[src/rtl/hazard_scoreboard_if.sv]
// hazard_scoreboard_if: decode-stage hazard info in, stall/forward selects out.
interface hazard_scoreboard_if #(
    parameter int REG_W = 5,
    parameter int CNT_W = 32
);
    logic [REG_W-1:0] rs_d;
    logic [REG_W-1:0] rt_d;
    logic [REG_W-1:0] a3_d;
    logic             tuse_rsd;
    logic             tuse_rtd;
    logic             tuse_rse;
    logic             tuse_rte;
    logic             tuse_rtm;
    logic [1:0]       tnew_d;
    logic             stall;
    logic [1:0]       fwd_rs_d;
    logic [1:0]       fwd_rt_d;
    logic [1:0]       fwd_rs_e;
    logic [1:0]       fwd_rt_e;
    logic             fwd_rt_m;
    logic [CNT_W-1:0] stall_cnt;

    modport master (
        output rs_d, rt_d, a3_d, tuse_rsd, tuse_rtd, tuse_rse, tuse_rte, tuse_rtm, tnew_d,
        input  stall, fwd_rs_d, fwd_rt_d, fwd_rs_e, fwd_rt_e, fwd_rt_m, stall_cnt
    );
    modport slave (
        input  rs_d, rt_d, a3_d, tuse_rsd, tuse_rtd, tuse_rse, tuse_rte, tuse_rtm, tnew_d,
        output stall, fwd_rs_d, fwd_rt_d, fwd_rs_e, fwd_rt_e, fwd_rt_m, stall_cnt
    );
endinterface

[src/rtl/hazard_scoreboard.sv]
// hazard_scoreboard: tracks E/M/W writers of a 5-stage MIPS pipeline, issues D stall and forward selects.
module hazard_scoreboard #(
    parameter int REG_W = 5,
    parameter int CNT_W = 32
) (
    input logic               clk,
    input logic               reset_n,
    hazard_scoreboard_if.slave sb
);
    logic [REG_W-1:0] e_a3_q, e_rs_q, e_rt_q, m_a3_q, m_rt_q, w_a3_q;
    logic [REG_W-1:0] e_a3_d, e_rs_d, e_rt_d, m_a3_d, m_rt_d, w_a3_d;
    logic [1:0]       e_tnew_q, m_tnew_q, e_tnew_d, m_tnew_d;
    logic [CNT_W-1:0] cnt_q, cnt_d;
    logic [1:0]       tuse_rs, tuse_rt;
    logic             stall_rs, stall_rt, stall;

    always_comb begin
        tuse_rs = sb.tuse_rsd ? 2'd0 : sb.tuse_rse ? 2'd1 : 2'd3;
        tuse_rt = sb.tuse_rtd ? 2'd0 : sb.tuse_rte ? 2'd1 : sb.tuse_rtm ? 2'd2 : 2'd3;
        stall_rs = (sb.rs_d != '0) && ((e_a3_q == sb.rs_d && e_tnew_q > tuse_rs) ||
                                       (m_a3_q == sb.rs_d && m_tnew_q > tuse_rs));
        stall_rt = (sb.rt_d != '0) && ((e_a3_q == sb.rt_d && e_tnew_q > tuse_rt) ||
                                       (m_a3_q == sb.rt_d && m_tnew_q > tuse_rt));
        stall = stall_rs || stall_rt;
        sb.stall = stall;
        // Youngest ready producer wins; W results are always ready.
        sb.fwd_rs_d = (sb.rs_d == '0) ? 2'b00 :
                      (e_a3_q == sb.rs_d && e_tnew_q == 2'd0) ? 2'b01 :
                      (m_a3_q == sb.rs_d && m_tnew_q == 2'd0) ? 2'b10 :
                      (w_a3_q == sb.rs_d) ? 2'b11 : 2'b00;
        sb.fwd_rt_d = (sb.rt_d == '0) ? 2'b00 :
                      (e_a3_q == sb.rt_d && e_tnew_q == 2'd0) ? 2'b01 :
                      (m_a3_q == sb.rt_d && m_tnew_q == 2'd0) ? 2'b10 :
                      (w_a3_q == sb.rt_d) ? 2'b11 : 2'b00;
        sb.fwd_rs_e = (e_rs_q == '0) ? 2'b00 :
                      (m_a3_q == e_rs_q && m_tnew_q == 2'd0) ? 2'b10 :
                      (w_a3_q == e_rs_q) ? 2'b11 : 2'b00;
        sb.fwd_rt_e = (e_rt_q == '0) ? 2'b00 :
                      (m_a3_q == e_rt_q && m_tnew_q == 2'd0) ? 2'b10 :
                      (w_a3_q == e_rt_q) ? 2'b11 : 2'b00;
        sb.fwd_rt_m = (m_rt_q != '0) && (w_a3_q == m_rt_q);
        sb.stall_cnt = cnt_q;
        w_a3_d   = m_a3_q;
        m_a3_d   = e_a3_q;
        m_tnew_d = (e_tnew_q == 2'd0) ? 2'd0 : e_tnew_q - 2'd1;
        m_rt_d   = e_rt_q;
        e_a3_d   = stall ? '0 : sb.a3_d;
        e_tnew_d = (stall || sb.tnew_d == 2'd0) ? 2'd0 : sb.tnew_d - 2'd1;
        e_rs_d   = stall ? '0 : sb.rs_d;
        e_rt_d   = stall ? '0 : sb.rt_d;
        cnt_d    = cnt_q + CNT_W'(stall);
    end

    always_ff @(posedge clk or negedge reset_n) begin
        if (!reset_n) begin
            e_a3_q   <= '0;
            e_tnew_q <= '0;
            e_rs_q   <= '0;
            e_rt_q   <= '0;
            m_a3_q   <= '0;
            m_tnew_q <= '0;
            m_rt_q   <= '0;
            w_a3_q   <= '0;
            cnt_q    <= '0;
        end else begin
            e_a3_q   <= e_a3_d;
            e_tnew_q <= e_tnew_d;
            e_rs_q   <= e_rs_d;
            e_rt_q   <= e_rt_d;
            m_a3_q   <= m_a3_d;
            m_tnew_q <= m_tnew_d;
            m_rt_q   <= m_rt_d;
            w_a3_q   <= w_a3_d;
            cnt_q    <= cnt_d;
        end
    end
endmodule

[src/flat_wrapper.sv]
// flat-port wrapper written by rule: the top's interface ports become plain ports
module hazard_scoreboard_flat 
#(
    parameter int REG_W = 5,
    parameter int CNT_W = 32
)
  (clk, reset_n, sb_rs_d, sb_rt_d, sb_a3_d, sb_tuse_rsd, sb_tuse_rtd, sb_tuse_rse, sb_tuse_rte, sb_tuse_rtm, sb_tnew_d, sb_stall, sb_fwd_rs_d, sb_fwd_rt_d, sb_fwd_rs_e, sb_fwd_rt_e, sb_fwd_rt_m, sb_stall_cnt);
  hazard_scoreboard_if #(.REG_W(REG_W), .CNT_W(CNT_W)) sb_i ();
  input logic clk;
  input logic reset_n;
  input wire logic [$bits(sb_i.rs_d)-1:0] sb_rs_d;
  input wire logic [$bits(sb_i.rt_d)-1:0] sb_rt_d;
  input wire logic [$bits(sb_i.a3_d)-1:0] sb_a3_d;
  input wire logic [$bits(sb_i.tuse_rsd)-1:0] sb_tuse_rsd;
  input wire logic [$bits(sb_i.tuse_rtd)-1:0] sb_tuse_rtd;
  input wire logic [$bits(sb_i.tuse_rse)-1:0] sb_tuse_rse;
  input wire logic [$bits(sb_i.tuse_rte)-1:0] sb_tuse_rte;
  input wire logic [$bits(sb_i.tuse_rtm)-1:0] sb_tuse_rtm;
  input wire logic [$bits(sb_i.tnew_d)-1:0] sb_tnew_d;
  output wire logic [$bits(sb_i.stall)-1:0] sb_stall;
  output wire logic [$bits(sb_i.fwd_rs_d)-1:0] sb_fwd_rs_d;
  output wire logic [$bits(sb_i.fwd_rt_d)-1:0] sb_fwd_rt_d;
  output wire logic [$bits(sb_i.fwd_rs_e)-1:0] sb_fwd_rs_e;
  output wire logic [$bits(sb_i.fwd_rt_e)-1:0] sb_fwd_rt_e;
  output wire logic [$bits(sb_i.fwd_rt_m)-1:0] sb_fwd_rt_m;
  output wire logic [$bits(sb_i.stall_cnt)-1:0] sb_stall_cnt;
  assign sb_i.rs_d = sb_rs_d;
  assign sb_i.rt_d = sb_rt_d;
  assign sb_i.a3_d = sb_a3_d;
  assign sb_i.tuse_rsd = sb_tuse_rsd;
  assign sb_i.tuse_rtd = sb_tuse_rtd;
  assign sb_i.tuse_rse = sb_tuse_rse;
  assign sb_i.tuse_rte = sb_tuse_rte;
  assign sb_i.tuse_rtm = sb_tuse_rtm;
  assign sb_i.tnew_d = sb_tnew_d;
  assign sb_stall = sb_i.stall;
  assign sb_fwd_rs_d = sb_i.fwd_rs_d;
  assign sb_fwd_rt_d = sb_i.fwd_rt_d;
  assign sb_fwd_rs_e = sb_i.fwd_rs_e;
  assign sb_fwd_rt_e = sb_i.fwd_rt_e;
  assign sb_fwd_rt_m = sb_i.fwd_rt_m;
  assign sb_stall_cnt = sb_i.stall_cnt;
  hazard_scoreboard #(.REG_W(REG_W), .CNT_W(CNT_W)) u_core (.clk(clk), .reset_n(reset_n), .sb(sb_i));
endmodule
[config.mk]
export PLATFORM = sky130hd
export DESIGN_NAME = hazard_scoreboard_flat
export DESIGN_NICKNAME = d
export VERILOG_FILES = /design/src/rtl/hazard_scoreboard_if.sv /design/src/rtl/hazard_scoreboard.sv /design/src/flat_wrapper.sv
export SDC_FILE = /design/constraint.sdc
export NUM_CORES = 1
export LEC_CHECK = 0
export CAP_MARGIN = 20
export CORE_ASPECT_RATIO = 2
export CORE_MARGIN = 3
export CORE_UTILIZATION = 47
export DETAILED_ROUTE_END_ITERATION = 12
export PLACE_DENSITY = 0.76
export SLEW_MARGIN = 0
export SYNTH_ARGS = -nofsm -noshare
export SYNTH_HDL_FRONTEND = slang
export SYNTH_SLANG_ARGS = --single-unit
[constraint.sdc]
create_clock -name clk -period 3 [get_ports clk]
set_input_delay 0.6 -clock clk [delete_from_list [all_inputs] [get_ports clk]]
set_output_delay 0.6 -clock clk [all_outputs]
set_load 0.05 [all_outputs]
# Yosys cells after proc, flatten, opt, wreduce, memory -nomap -nowiden
# Index checks and enable logic that the tools add are counted.
# word_totals
out_inout_bits,42
ff_bits,66
# classes
n_addsub,3
eq_ne,11
n_reduce_logical,27
order_cmp,4
muxes,24
# ops
op,n
equality test 5 bit,11
two-way mux 2 bit,20
adder 32 x 1 -> 32 bit,1
logical NOT 5 bit,4
two-way mux 5 bit,3
nonzero test 5 bit,3
logical AND 1 bit,13
> comparator 2 bit,4
logical NOT 2 bit,3
logical OR 1 bit,4
subtractor 2 x 1 -> 2 bit (second input constant),2
two-way mux 1 bit,1

# Logic depth before layout (Yosys ltp)
# depth
ltp_word,10
depth_mapped,17
depth_no_buf,15

# Worst setup path before layout
# OpenSTA, ideal clock, no wires.
# synth_path
path_type,in2reg
startpoint,input port sb_tuse_rtd
endpoint,register u_core.cnt_q[24] (netlist: u_core.sb.stall_cnt[24])
n_path_buf,2
stages,16
arrival_ns,3.993
path_slack_ns,-1.135
cell_sequence,or2_2 ha_1 and2_1 a2111oi_0 o2bb2ai_1 a211oi_4 buf_6 inv_1 ha_1 ha_1 nand2_1 or2_2 clkbuf_1 nor3_1 nand4_1 xnor2_1
# synth_between
elab_chain_cells,7
word_cells_on_any_way,9
cone_classes,add/sub: 1; order compare: 2; mux: 1; reduce/logical: 5
# synth_rtl
item,line,text
from (decl),flat_wrapper.sv:15,input wire logic [$bits(sb_i.tuse_rtd)-1:0] sb_tuse_rtd;
two-way mux 2 bit *,hazard_scoreboard.sv:19,tuse_rt = sb.tuse_rtd ? 2'd0 : sb.tuse_rte ? 2'd1 : sb.tuse_rtm ? 2'd2 : 2'd3;
"> comparator 2 bit, on equally long branches","hazard_scoreboard.sv:22, hazard_scoreboard.sv:23",
"logical AND 1 bit, on equally long branches","hazard_scoreboard.sv:22, hazard_scoreboard.sv:23",
logical OR 1 bit *,hazard_scoreboard.sv:22,stall_rt = (sb.rt_d != '0) && ((e_a3_q == sb.rt_d && e_tnew_q > tuse_rt) ||
logical AND 1 bit *,hazard_scoreboard.sv:22,
logical OR 1 bit *,hazard_scoreboard.sv:24,stall = stall_rs || stall_rt;
via sb_stall,flat_wrapper.sv:20,output wire logic [$bits(sb_i.stall)-1:0] sb_stall;
adder 32 x 1 -> 32 bit *,hazard_scoreboard.sv:51,cnt_d = cnt_q + CNT_W'(stall);
via u_core.cnt_d[24],hazard_scoreboard.sv:13,"logic [CNT_W-1:0] cnt_q, cnt_d;"
to (signal assigned),hazard_scoreboard.sv:74,cnt_q <= cnt_d;
to (decl),hazard_scoreboard.sv:13,
# Mark *: on every way through the listed nets, which the timed path passes. The rest lies on a longest branch.

# Final worst setup path
# layout_path
startpoint,input port sb_tuse_rte
endpoint,register u_core.cnt_q[26] (netlist: u_core.sb.stall_cnt[26])
# layout_between
elab_chain_cells,8
word_cells_on_any_way,10
cone_classes,add/sub: 1; order compare: 2; mux: 2; reduce/logical: 5
# layout_rtl
item,line,text
from (decl),flat_wrapper.sv:17,input wire logic [$bits(sb_i.tuse_rte)-1:0] sb_tuse_rte;
two-way mux 2 bit * (2 in series),hazard_scoreboard.sv:19,
"> comparator 2 bit, on equally long branches","hazard_scoreboard.sv:22, hazard_scoreboard.sv:23",
"logical AND 1 bit, on equally long branches","hazard_scoreboard.sv:22, hazard_scoreboard.sv:23",
logical OR 1 bit *,hazard_scoreboard.sv:22,
logical AND 1 bit *,hazard_scoreboard.sv:22,
logical OR 1 bit *,hazard_scoreboard.sv:24,
adder 32 x 1 -> 32 bit *,hazard_scoreboard.sv:51,
via u_core.cnt_d[26],hazard_scoreboard.sv:13,
# Marks and branches as above.

==> summary.txt <==
Outcome
  – Status: finished with violations
  – Failing checks: setup timing

Layout
  – Share of layout cells above drive strength 1: 27.12%
  – Finished layout cell area: 5075 µm²
  – Antenna fix cells: 0
  – Final #Nets: 454
  – Layout area overhead: 50.17%
  – Area of the multi-input gates: 2008 µm²
  – Post-Route Utilization: 73.12%
  – Layout fillers: 489
  – Register Area: 1652 µm²

STA
  – Fmax: 330.2 MHz
  – Layout Skew: 0.005209 ns
  – Final Max Tran Viols: 0
  – Setup violators final: 4
  – Min setup slack post-route: -0.02834 ns
  – Final period util: 100.9%
  – Final Hold Fails: 0
  – Rel. slew slack: 49.88%
  – Crit path time final: 3.028 ns
  – Measured slew at the worst slew-check pin: 0.7518 ns
  – RSZ-0062 raised after global routing: true
  – Hold Worst Slack: 0.3422 ns

Die
  – Core area: 6940 µm²
  – Die Y: 125.9 µm
  – Die width: 65.96 µm
  – Rows: 43
  – DIE AREA: 8306 µm²
  – Initial Util: 48.69%
  – Top Ports: 66

Place
  – Placement Cell Area: 4492 µm²
  – Pre-CTS WS: -0.7688 ns
  – Hpwl dp: 6534 µm
  – PortBufs: 65
  – Placer Congestion: 0.8348

Clocking
  – CTS tree: done
  – CTS root buf: clkbuf_16
  – Skew-Pair Late Insertion Delay: 0.33 ns
  – TritonCTS Buffers: 9
  – Clock Path Buffers: 2
  – Clk slew on worst S/H paths: 0.05 ns
  – Htree depth: 3
  – CTS sink cnt: 66

Min path
  – Worst Hold Class: primary input to asynchronous set/reset pin

Setup path
  – FF-to-FF path depth: 15
  – FF-to-FF End: u_core.sb.stall_cnt[26]
  – Critical Path Fanout Max: 4
  – CP arrival: 3.24 ns
  – R2r startpoint: u_core.m_tnew_q[1]
  – R2r setup slk: 0.11 ns
  – CP Cell Sequence: buf_6 -> or2_4 -> ha_4 -> nand2b_4 -> a2111oi_4 -> o2bb2ai_4 -> a211oi_4 -> clkinvlp_4 -> buf_6 -> ha_4 -> ha_4 -> nand2_2 -> or2_4 -> nor4_2 -> buf_4 -> nand2_4 -> xnor2_2
  – CP most frequent cell: ha_4
  – Critical-path top delay cell: a2111oi_4
  – Critical Path End: u_core.sb.stall_cnt[26]
  – CP Launch Type: primary input
  – Slowest stage delay, CP: 0.33 ns
  – Crit Path Class: primary input to flop
  – Crit path from: sb_tuse_rte
  – Crit path required time: 3.21 ns
  – Crit. End Element: flop

Detailed routing
  – DRT iter0 DRCs: 104
  – DR pass1 iterations: 4
  – Drt wl/cell: 17.25 µm
  – DRC violations left: 0
  – Vias: 2696
  – Routed Antenna Nets: 0
  – Avg Vias per Cell: 5.245
  – Routed WL: 8868 µm

Yosys
  – Number of synthesized flops with an enable pin: 0
  – Synth Flop Type: dfrtp_1
  – Cells after synthesis: 314
  – Synth cell types: 33
  – Seq cells post-synth: 66
  – Leading post-synthesis cells by cell area: dfrtp_1, xnor2_1, xor2_1
  – Asr flop ratio synth: 100.0%
  – Share of the synthesized area in the top cell type: 48.87%
  – Avg Cell Area, Syn: 10.76 µm²
  – Sequential fraction of the synthesis area: 48.87%
  – Mapped cell area: 3379 µm²
  – Post-synth net total: 349
  – Syn. warnings: 0
  – Biggest area consumer among synthesized cells: dfrtp_1

Pwr
  – Pwr Total: 2.630 mW
  – Leakage: 2.202 nW
  – Cell Pwr Density: 518.2 nW/µm²
  – VDD IR-drop max: 0.3931 mV

Run
  – # Max-Cap Violations: 0

Global routing
  – Antenna violations before repair: 0
  – Gr ovfl total: 0
  – Total track usage: 23.20%
  – Vias in the first global route: 2930
  – First-pass GRT wire length: 14490 µm
  – Largest net degree at the start of global routing: 35
==> power by group <==
part	switching, mW	total, mW	internal, mW
logic	0.300	0.560	0.260
registers	0.109	1.06	0.954
clock network	0.370	1.01	0.636
==> cell usage after synthesis (6+ instances only) <==
library cell / number
and2_1: 17
dfrtp_1: 66
ha_1: 11
inv_1: 9
nand2_1: 18
nand3_1: 22
nor2_1: 15
nor3_1: 10
nor4_1: 6
xnor2_1: 48
xor2_1: 36
==> through the flow <==
| stage | instances | setup TNS [ns] |
|---|---|---|
| 2_1_floorplan | 314 | -9.563 |
| 3_3_place_gp | 490 | -15.48 |
| 3_5_place_dp | 490 | -17.28 |
| 4_1_cts | 510 | -0.08158 |
| 5_1_grt | 514 | -1.125 |
| 6_report | 514 | -0.09017 |
==> flip-flops by register name, summed over array words and instances (netlist names) <==
name                 cells
u_core.w_a3_q            5
u_core.m_tnew_q          2
u_core.m_rt_q            5
u_core.e_rs_q            5
u_core.sb.stall_cnt     32
u_core.e_a3_q            5
u_core.e_tnew_q          2
u_core.e_rt_q            5
u_core.m_a3_q            5
==> placed cells by master (no fill, tap or decap), types with 8 or more instances in the layout <==
| cell | instances |
|---|---|
| clkdlybuf4s50_1 | 40 |
| nor2_1 | 10 |
| xor2_1 | 34 |
| buf_4 | 27 |
| xnor2_1 | 45 |
| clkbuf_16 | 9 |
| dfrtp_1 | 66 |
| nor3_1 | 8 |
| and2_1 | 16 |
| buf_6 | 11 |
| nand3_1 | 18 |
| inv_1 | 8 |
| dlygate4sd2_1 | 9 |
| nand2_1 | 11 |
==> critical path: cells and delay by family <==
family | cells | cell delay (ns)
fa+ha+maj | 3 | 0.57
simple gates | 6 | 0.87
xor+xnor | 1 | 0.13
buf+inv | 4 | 0.47
compound gates | 3 | 0.60
==> repair_timing <==
| action | in CTS | in global routing |
|---|---|---|
| pin swaps | 26 | 12 |
| setup buffers | 5 | 4 |
| resized for setup | 71 | 16 |
| endpoints found under the setup margin | 30 | 23 |
| hold buffers | 0 | 0 |
==> kinds of logic (layout without fill, tap and decap cells) <==
kind of cell | count (synthesis) | in the layout | share of synthesized area [%]
xor gates and xnor gates | 84 | 84 | 21.77
buffers and inverters | 16 | 126 | 1.999
and+or+nand+nor | 123 | 123 | 19.88
DFF | 66 | 66 | 48.87
AOI/OAI and AO/OA | 14 | 14 | 3.406
adders and majority gates | 11 | 11 | 4.073
==> worst min-delay path by stage <==
stage | cells after the start | start | slack [ns] | endpoint
after floorplan | 0 | reset_n | 0.30 | u_core.e_a3_q[0]
after global placement | 0 | u_core.e_rt_q[4] | 0.44 | u_core.m_rt_q[4]
after detailed placement | 0 | u_core.e_a3_q[4] | 0.44 | u_core.m_a3_q[4]
after CTS | 1 | reset_n | 0.36 | u_core.e_rs_q[0]
after global routing | 1 | reset_n | 0.39 | u_core.e_rs_q[0]
final | 1 | reset_n | 0.34 | u_core.e_a3_q[2]
==> per-layer routing <==
metal / routed length (µm) / GRT usage, % / vias up
met5: 0 / 0 / -
met2: 5144 / 42.96 / 88
met3: 339 / 4.728 / 29
met4: 391 / 12.10 / 0
met1: 2992 / 23.26 / 1314
li1: - / - / 1265
==> cell type report <==
type | count | share of cell area, %
sequential | 66 | 32.54
clock buffer | 10 | 4.512
multi-input combinational | 232 | 39.57
timing repair buffer | 101 | 19.28
inverter | 9 | 0.7396
tap | 90 | 2.219
clock inverter | 6 | 1.134
Note: power is estimated with default switching activity, not from simulation.
